$ cat config.mk
export PLATFORM = sky130hd
export DESIGN_NAME = bcd_step_counter_0_2_flat
export DESIGN_NICKNAME = d
export VERILOG_FILES = /design/src/rtl/bcd_step_counter_0_2_pkg.sv /design/src/rtl/bcd_step_counter_0_2_if.sv /design/src/rtl/bcd_step_counter_0_2_key_debouncer.sv /design/src/rtl/bcd_step_counter_0_2.sv /design/src/flat_wrapper.sv
export SDC_FILE = /design/constraint.sdc
export NUM_CORES = 1
export LEC_CHECK = 0
export ABC_AREA = 1
export CAP_MARGIN = 5
export CORE_MARGIN = 1
export CORE_UTILIZATION = 50
export DETAILED_ROUTE_END_ITERATION = 6
export DONT_BUFFER_PORTS = 1
export MAX_ROUTING_LAYER = met4
export PLACE_DENSITY_LB_ADDON = 0.12
export SLEW_MARGIN = 10
export SYNTH_ARGS = -nofsm -noshare
export SYNTH_HDL_FRONTEND = slang
export SYNTH_SLANG_ARGS = --single-unit
$ cat constraint.sdc
create_clock -name clk -period 3.87 [get_ports clk]
set_input_delay 0.774 -clock clk [delete_from_list [all_inputs] [get_ports clk]]
set_output_delay 0.774 -clock clk [all_outputs]
set_load 0.02 [all_outputs]
$ cat src/rtl/bcd_step_counter_0_2_pkg.sv
// Shared types and constants for the 0..2 BCD step counter and its key debouncers.
package bcd_step_counter_0_2_pkg;

    typedef enum logic [1:0] {
        IDLE         = 2'd0,
        WAIT_PRESS   = 2'd1,
        PRESSED      = 2'd2,
        WAIT_RELEASE = 2'd3
    } deb_state_e;

    localparam int              BCD_W   = 4;
    localparam logic [BCD_W-1:0] BCD_MIN = 4'd0;
    localparam logic [BCD_W-1:0] BCD_MAX = 4'd2;

endpackage

$ cat src/rtl/bcd_step_counter_0_2_if.sv
// Key inputs, enable and count outputs of the 0..2 BCD step counter.
interface bcd_step_counter_0_2_if;
    import bcd_step_counter_0_2_pkg::*;

    logic             key_up_n;
    logic             key_down_n;
    logic             enable;
    logic [BCD_W-1:0] bcd;
    logic             step_pulse;
    logic             at_min;
    logic             at_max;

    modport master (
        output key_up_n, key_down_n, enable,
        input  bcd, step_pulse, at_min, at_max
    );

    modport slave (
        input  key_up_n, key_down_n, enable,
        output bcd, step_pulse, at_min, at_max
    );

endinterface

$ cat src/rtl/bcd_step_counter_0_2_key_debouncer.sv
// 2-flop synchronizer + debounce FSM; one press_o strobe per qualified physical press.
// Strobe rises DEBOUNCE_CYCLES+3 edges after the raw key is stably low; no backpressure.
module key_debouncer
    import bcd_step_counter_0_2_pkg::*;
#(
    parameter int DEBOUNCE_CYCLES = 500000
) (
    input  logic clk,
    input  logic reset,
    input  logic key_n_i,
    output logic press_o
);

    localparam int               CNT_W    = $clog2(DEBOUNCE_CYCLES + 1);
    localparam logic [CNT_W-1:0] CNT_LAST = CNT_W'(DEBOUNCE_CYCLES - 1);
    localparam logic [CNT_W-1:0] CNT_ONE  = CNT_W'(1);

    logic             sync1_q;
    logic             sync2_q;
    logic             key_act;
    deb_state_e       state_q;
    logic [CNT_W-1:0] cnt_q;
    logic             press_q;

    always_ff @(posedge clk or posedge reset) begin
        if (reset) begin
            sync1_q <= 1'b1;
            sync2_q <= 1'b1;
        end else begin
            sync1_q <= key_n_i;
            sync2_q <= sync1_q;
        end
    end

    assign key_act = ~sync2_q;

    // The IDLE sample only arms the FSM; qualification counts samples taken in WAIT_PRESS.
    always_ff @(posedge clk or posedge reset) begin
        if (reset) begin
            state_q <= IDLE;
            cnt_q   <= '0;
            press_q <= 1'b0;
        end else begin
            press_q <= 1'b0;
            case (state_q)
                IDLE: begin
                    cnt_q <= '0;
                    if (key_act) begin
                        state_q <= WAIT_PRESS;
                    end
                end
                WAIT_PRESS: begin
                    if (!key_act) begin
                        state_q <= IDLE;
                        cnt_q   <= '0;
                    end else if (cnt_q == CNT_LAST) begin
                        state_q <= PRESSED;
                        cnt_q   <= '0;
                        press_q <= 1'b1;
                    end else begin
                        cnt_q <= cnt_q + CNT_ONE;
                    end
                end
                PRESSED: begin
                    state_q <= WAIT_RELEASE;
                    cnt_q   <= '0;
                end
                WAIT_RELEASE: begin
                    if (key_act) begin
                        cnt_q <= '0;
                    end else if (cnt_q == CNT_LAST) begin
                        state_q <= IDLE;
                        cnt_q   <= '0;
                    end else begin
                        cnt_q <= cnt_q + CNT_ONE;
                    end
                end
                default: begin
                    state_q <= IDLE;
                    cnt_q   <= '0;
                end
            endcase
        end
    end

    assign press_o = press_q;

endmodule

$ cat src/rtl/bcd_step_counter_0_2.sv
// Debounced up/down BCD counter over 0..2 with wrap or saturate at the ends.
// bcd/step_pulse update the edge after a press strobe (DEBOUNCE_CYCLES+4 edges); no backpressure.
module bcd_step_counter_0_2
    import bcd_step_counter_0_2_pkg::*;
#(
    parameter int DEBOUNCE_CYCLES = 500000,
    parameter bit WRAP            = 1'b1
) (
    input  logic                    clk,
    input  logic                    reset,
    bcd_step_counter_0_2_if.slave   bus
);

    localparam logic [BCD_W-1:0] BCD_ONE = BCD_W'(1);

    logic             up_stb;
    logic             dn_stb;
    logic             up_go;
    logic             dn_go;
    logic [BCD_W-1:0] bcd_q;
    logic [BCD_W-1:0] bcd_d;
    logic             step_q;
    logic             step_d;

    key_debouncer #(.DEBOUNCE_CYCLES(DEBOUNCE_CYCLES)) u_up_deb (
        .clk     (clk),
        .reset   (reset),
        .key_n_i (bus.key_up_n),
        .press_o (up_stb)
    );

    key_debouncer #(.DEBOUNCE_CYCLES(DEBOUNCE_CYCLES)) u_dn_deb (
        .clk     (clk),
        .reset   (reset),
        .key_n_i (bus.key_down_n),
        .press_o (dn_stb)
    );

    // Coincident strobes cancel; disabled strobes are simply dropped.
    assign up_go = up_stb & ~dn_stb & bus.enable;
    assign dn_go = dn_stb & ~up_stb & bus.enable;

    always_comb begin
        bcd_d  = bcd_q;
        step_d = 1'b0;
        if (up_go) begin
            if (bcd_q < BCD_MAX) begin
                bcd_d  = bcd_q + BCD_ONE;
                step_d = 1'b1;
            end else if (WRAP) begin
                bcd_d  = BCD_MIN;
                step_d = 1'b1;
            end
        end else if (dn_go) begin
            if (bcd_q > BCD_MAX) begin
                bcd_d  = BCD_MIN;
                step_d = 1'b1;
            end else if (bcd_q != BCD_MIN) begin
                bcd_d  = bcd_q - BCD_ONE;
                step_d = 1'b1;
            end else if (WRAP) begin
                bcd_d  = BCD_MAX;
                step_d = 1'b1;
            end
        end
    end

    always_ff @(posedge clk or posedge reset) begin
        if (reset) begin
            bcd_q  <= BCD_MIN;
            step_q <= 1'b0;
        end else begin
            bcd_q  <= bcd_d;
            step_q <= step_d;
        end
    end

    assign bus.bcd        = bcd_q;
    assign bus.step_pulse = step_q;
    assign bus.at_min     = (bcd_q == BCD_MIN);
    assign bus.at_max     = (bcd_q == BCD_MAX);

endmodule

$ cat src/flat_wrapper.sv
// flat-port wrapper written by rule: the top's interface ports become plain ports
module bcd_step_counter_0_2_flat import bcd_step_counter_0_2_pkg::*;
#(
    parameter int DEBOUNCE_CYCLES = 500000,
    parameter bit WRAP            = 1'b1
)
  (clk, reset, bus_key_up_n, bus_key_down_n, bus_enable, bus_bcd, bus_step_pulse, bus_at_min, bus_at_max);
  bcd_step_counter_0_2_if bus_i ();
  input  logic clk;
  input  logic reset;
  input wire logic [$bits(bus_i.key_up_n)-1:0] bus_key_up_n;
  input wire logic [$bits(bus_i.key_down_n)-1:0] bus_key_down_n;
  input wire logic [$bits(bus_i.enable)-1:0] bus_enable;
  output wire logic [$bits(bus_i.bcd)-1:0] bus_bcd;
  output wire logic [$bits(bus_i.step_pulse)-1:0] bus_step_pulse;
  output wire logic [$bits(bus_i.at_min)-1:0] bus_at_min;
  output wire logic [$bits(bus_i.at_max)-1:0] bus_at_max;
  assign bus_i.key_up_n = bus_key_up_n;
  assign bus_i.key_down_n = bus_key_down_n;
  assign bus_i.enable = bus_enable;
  assign bus_bcd = bus_i.bcd;
  assign bus_step_pulse = bus_i.step_pulse;
  assign bus_at_min = bus_i.at_min;
  assign bus_at_max = bus_i.at_max;
  bcd_step_counter_0_2 #(.DEBOUNCE_CYCLES(DEBOUNCE_CYCLES), .WRAP(WRAP)) u_core (.clk(clk), .reset(reset), .bus(bus_i));
endmodule
==> reports/results.tsv, run 1 <==
stage	metric	value	unit
run_status	status	finished, final reports clean	
power_and_ir_drop	p_leak	0.001301	uW
die	initial_core_util	52.26	%
global_route	overflow	0	
worst_setup_path	cp_common_cell	inv_1	
final_layout	final_core_util	55.15	%
clock_network	clockBufferDepth	2	
synthesis	ys_types	28	
clock_network	cts_hold_buf	0	
synthesis	syn_avg_cell_area	7.639	um2
timing	hold_viol_final	0	
global_route	grt_usage	20.23	%
clock_network	cts_made_buffers	5	
hold_path	hold_class	register to register	
final_layout	most-common-layout-cells	88 x nand2_1, 81 x nor2_1, 49 x dfrtp_1, 47 x inv_1, 22 x nand3_1	
synthesis	yosysSeqAreaShare	45.98	%
drt	drc	0	
worst_setup_path	rrSetupSlack	2130	ps
final_layout	area.sequential	1331	um2
drt	drtAntennaViolNets	0	
final_layout	layout_commonest_cell	nand2_1	
synthesis	synth-async-reset-ratio	100.0	%
timing	slew_violations	0	
die	pin_count	12	
final_layout	drive_above_1_share	8.549	%
final_layout	fin_nets	395	
placement	dpl.hpwl	3905	um
flow_run	cap_violations	0	
synthesis	synth_area	2895	um2
worst_setup_path	setup.worst_path.start_class	register	
clock_network	clk_latency	310	ps
worst_setup_path	path_max_fanout	6	
timing	period_share	59.43	%
synthesis	yosysWarnings	0	
die	std_cell_rows	27	
timing	finClkSkew	4.685	ps
clock_network	cts_sinks	53	
worst_setup_path	critPathSlowestCell	dfrtp_1	
synthesis	synthCells	379	
clock_network	cts_setup_buffers	0	
die	dieArea	6099	um2
power_and_ir_drop	power_density	298.6	nW/um2
final_layout	syn_to_final_growth	5.532	%
synthesis	synth_seq_cells	53	
global_route	antenna_found_initial	0	
synthesis	synth_nets	389	
synthesis	synth_ff_type	dfrtp_1	
clock_network	cts_root_buf	clkbuf_8	
drt	routed_wl	5233	um
global_route	grt_max_degree	32	
clock_network	cts_tree	yes	
drt	first_pass_iters	5	
drt	wl_per_cell	11.43	um
final_layout	antenna_cells	0	
power_and_ir_drop	ir_worst_vdd	0.2094	mV
placement	placed_cells	450	
worst_setup_path	cp_cell_sequence	inv_1, ha_1, inv_1, nor2_1	
synthesis	synth_edf_count	0	
timing	period_minus_slack	2300	ps
die	die_width	78.10	um
worst_setup_path	criticalPathCategory	register to output port	
timing	rsz0062_at_grt	false	
global_route	grt_pass1_wl	9494	um
timing	timing.hold.ws	364.5	ps
clock_network	ctsResizeCount	0	
timing	tightest_slew	638.2	ps
drt	vias	2216	
worst_setup_path	worstPathRequired	3100	ps
die	core	5540	um2
timing	setup_tns	0	ps
timing	setup_violations	0	
clock_network	h-tree-depth	2	
global_route	first_global_vias	2180	
worst_setup_path	slowest_delay	510	ps
final_layout	multi_input_area	1341	um2
drt	drtIter0Drc	105	
final_layout	instances_no_fill	458	
timing	slew_headroom	57.39	%
worst_setup_path	endpoint_kind	output port	
placement	port_buffers	0	
clock_network	clk_pin_slew	100	ps
worst_setup_path	arrival	1530	ps
timing	fmaxAchievable	434.8	MHz
final_layout	nFillCells	559	
placement	place_congestion	0.8764	
die	die_y	78.10	um
drt	viasPerCell	4.838	
logic make-up (layout without fill, tap and decap cells):
logic type | after synthesis | after routing | share of synthesized area [%]
compound gates | 27 | 27 | 5.099
flops | 53 | 53 | 45.98
buf+inv | 53 | 60 | 7.692
xor+xnor | 18 | 18 | 5.445
fa+ha+maj | 5 | 5 | 2.161
simple gates | 223 | 223 | 33.62
power breakdown:
group	switching, uW	total, uW	internal [uW]
logic	22.7	27.9	5.12
clock network	188	321	132
registers	3.75	564	560
cell type report:
cell class	count	share of cell area, %
clock inverters	3	0.8190
inverters	51	6.265
multi-input cells	273	43.90
well taps	72	2.948
repair buffers	1	0.2457
clock buffers	5	2.252
flip-flops and latches	53	43.57
Yosys cell counts (4+ instances only):
| cell | number | area (um2) |
|---|---|---|
| dfrtp_1 | 49 | 1226 |
| nand4_1 | 4 | 25.02 |
| dfstp_2 | 4 | 105.1 |
| nand2_1 | 88 | 330.3 |
| nor2_1 | 81 | 304.0 |
| ha_1 | 5 | 62.56 |
| o21ai_0 | 14 | 70.07 |
| inv_1 | 48 | 180.2 |
| nand3_1 | 22 | 110.1 |
| a21oi_1 | 6 | 30.03 |
| nor2_2 | 10 | 62.56 |
| xor2_1 | 15 | 131.4 |
| nor3_1 | 8 | 40.04 |
routing by layer:
metal / vias up / part of all wire [%] / global-route usage, %
li1: 1183 / - / -
met1: 1004 / 54 / 26.82
met2: 21 / 42 / 31.23
met3: 8 / 2.5 / 3.953
met4: 0 / 1.4 / 6.667
met5: - / 0 / -
worst paths after layout:
path | start | cells after the start | end
worst min-delay path | u_core.u_up_deb.sync1_q | 0 | u_core.u_up_deb.sync2_q
min in group asynchronous | reset | 1 | u_core.u_dn_deb.cnt_q[18]
worst max register to register | u_core.u_dn_deb.cnt_q[0] | 8 | u_core.u_dn_deb.cnt_q[9]
worst min register to register | u_core.u_up_deb.sync1_q | 0 | u_core.u_up_deb.sync2_q
max in group asynchronous | reset | 2 | u_core.u_dn_deb.cnt_q[5]
worst max-delay path | u_core.bus.bcd[0] | 4 | bus_at_min
worst max-delay path: cells and delay by family (launching register included):
family	cells	cell delay, ps
fa+ha+maj	1	200
buf+inv	2	200
flops	1	510
simple gates	1	310
through the flow:
step                      power, uW  worst slack (ps)  area [um2]
after floorplan               598.5              1816        2895
after global placement        602.9              1920        2962
after detailed placement      603.2              1903        2962
after CTS                     927.5              1547        3055
after global routing          953.4              1455        3055
final                         912.4              1570        3055
Power figures use the tool's default switching activity.
==> run 2, diff against run 1 <==
clock period = 2.3 ns   (was 3.87 ns; I/O delays follow)
==> run 2 against run 1 <==
Non-clock buffer count stayed put. Setup slack worse by 1300 ps. Clock-buffer cell count stayed put. Routed wire length is 1.1% higher. Die area stayed put. Critical path depth stayed put. Utilization is 0.61 points higher. Critical path type unchanged. Critical endpoint unchanged. Largest cell class unchanged.
==> reports/results.tsv, run 2 (synthesis gave the netlist of run 1 again) <==
stage	metric	value	unit
timing	timing.hold.ws	9.342	ps
final_layout	drive_above_1_share	8.549	%
timing	period_minus_slack	2009	ps
placement	place_congestion	0.8696	
power_and_ir_drop	ir_worst_vdd	0.2311	mV
final_layout	syn_to_final_growth	6.698	%
clock_network	cts_root_buf	clkbuf_8	
clock_network	h-tree-depth	2	
power_and_ir_drop	seqPwrFrac	57.5	%
worst_setup_path	worstPathRequired	1840	ps
final_layout	antenna_cells	0	
drt	drtAntennaViolNets	0	
worst_setup_path	critPathSlowestCell	dfrtp_1	
placement	post_dp_cell_area	2974	um2
final_layout	layout_commonest_cell	nand2_1	
timing	slew_violations	0	
power_and_ir_drop	pwr-share-comb	2.9	%
final_layout	fin_nets	395	
worst_setup_path	path_max_fanout	5	
worst_setup_path	slowest_delay	490	ps
drt	first_pass_iters	4	
final_layout	nFillCells	525	
worst_setup_path	criticalPathCategory	register to output port	
worst_setup_path	cp_top_family	flip-flops	
worst_setup_path	setup.worst_path.start_class	register	
timing	hold_viol_final	0	
global_route	grt_max_degree	35	
clock_network	cts_tree	yes	
worst_setup_path	endpoint_kind	output port	
worst_setup_path	cp_cell_sequence	inv_1, ha_1, inv_1, nor2_1	
drt	wl_per_cell	11.55	um
timing	finClkSkew	9.925	ps
power_and_ir_drop	p_leak	0.001315	uW
die	core	5540	um2
worst_setup_path	arrival	1550	ps
drt	vias	2262	
die	die_width	78.10	um
die	dieArea	6099	um2
final_layout	multi_input_area	1341	um2
worst_setup_path	rr_endpoint	u_core.u_dn_deb.cnt_q[15]	
final_layout	area.sequential	1331	um2
die	std_cell_rows	27	
placement	post-place-ws	613.6	ps
clock_network	cts_sinks	53	
timing	fmaxAchievable	497.9	MHz
final_layout	final_area	3089	um2
worst_setup_path	cp_common_cell	inv_1	
global_route	grt_pass1_wl	9432	um
final_layout	most-common-layout-cells	88 x nand2_1, 81 x nor2_1, 49 x dfrtp_1, 47 x inv_1, 22 x nand3_1	
worst_setup_path	r2r-start	u_core.u_dn_deb.cnt_q[0]	
power_and_ir_drop	power_density	534.5	nW/um2
hold_path	hold_class	input pin to asynchronous set/reset pin	
clock_network	clk_pin_slew	100	ps
global_route	overflow	0	
timing	setup_tns	0	ps
timing	period_share	87.33	%
die	pin_count	12	
global_route	first_global_vias	2115	
clock_network	clockBufferDepth	2	
clock_network	cts_hold_buf	0	
run_status	status	finished, final reports clean	
power_and_ir_drop	power_switching	371.3	uW
clock_network	cts_setup_buffers	0	
power_and_ir_drop	intPower	1280	uW
global_route	antenna_found_initial	0	
timing	tightest_slew	493.4	ps
die	initial_core_util	52.26	%
drt	drtIter0Drc	90	
power_and_ir_drop	total_power	1651	uW
worst_setup_path	reg2reg_depth	8	
drt	routed_wl	5288	um
power_and_ir_drop	p_clk_share	39.6	%
drt	drc	0	
die	die_y	78.10	um
power_and_ir_drop	switching_share	22.49	%
clock_network	cts_made_buffers	5	
timing	slew_headroom	66.85	%
placement	port_buffers	0	
worst_setup_path	path_buf_inv	2	
flow_run	cap_violations	0	
clock_network	clk_latency	310	ps
global_route	grt_usage	20.31	%
timing	rsz0062_at_grt	false	
timing	setup_violations	0	
placement	dpl.hpwl	3923	um
worst_setup_path	rrSetupSlack	600	ps
clock_network	ctsResizeCount	0	
drt	viasPerCell	4.939	
timing	fin_ws	291.4	ps
run 2: cell count changes in the layout (fill, tap and decap cells not counted), sizes merged:
cell	delta
bufinv	+1
clkinv	+1
inv	-2
run 2: worst max path at each step:
| stage | endpoint | start | slack [ps] | cells past startpoint |
|---|---|---|---|---|
| after floorplan | asynchronous set/reset pin | reset | 560 | 1 |
| after global placement | bus_at_min | u_core.bus.bcd[0] | 660 | 4 |
| after detailed placement | u_core.u_dn_deb.cnt_q[16] | u_core.u_dn_deb.cnt_q[0] | 610 | 8 |
| after CTS | bus_at_min | u_core.bus.bcd[1] | 280 | 4 |
| after global routing | bus_at_min | u_core.bus.bcd[1] | 200 | 4 |
| final | bus_at_min | u_core.bus.bcd[1] | 290 | 4 |
run 2: layer usage:
| layer | share of wire, % | routed length, um | vias up | track usage (%) |
|---|---|---|---|---|
| li1 | - | - | 1187 | - |
| met1 | 54 | 2864 | 1025 | 29.02 |
| met2 | 40 | 2139 | 43 | 28.95 |
| met3 | 4.2 | 220 | 7 | 4.419 |
| met4 | 1.2 | 64 | 0 | 6.111 |
| met5 | 0 | 0 | - | - |
run 2: power by group through the flow:
stage	clock, uW	sequential, uW	combinational (uW)
global route	710	950	57.2
detailed placement	0	967	51.0
global placement	0	966	50.6
floorplan	0	965	41.9
finish	654	949	48.6
CTS	673	949	51.0
run 2: area by class of cell:
cell class	count	share of cell area [%]
flip-flops and latches	53	43.09
well taps	72	2.916
inverters	51	6.197
clock inverters	3	1.499
multi-input cells	273	43.42
clock buffers	5	2.228
repair buffers	1	0.6480
run 2: per-stage QoR:
stage	utilization, %	instances
6_report	55.76	458
5_1_grt	55.76	458
4_1_cts	55.76	458
3_5_place_dp	53.68	450
3_3_place_gp	53.68	450
2_1_floorplan	-	379
run 2: worst register-to-register path, stage by stage, from the launching register on:
cell and delay, ps:
dfrtp_1 450, ha_1 280, nand3_2 130, clkinv_1 70, nand3_1 70, nor2_1 150, nor2_1 80, inv_2 250
nor2_1 90
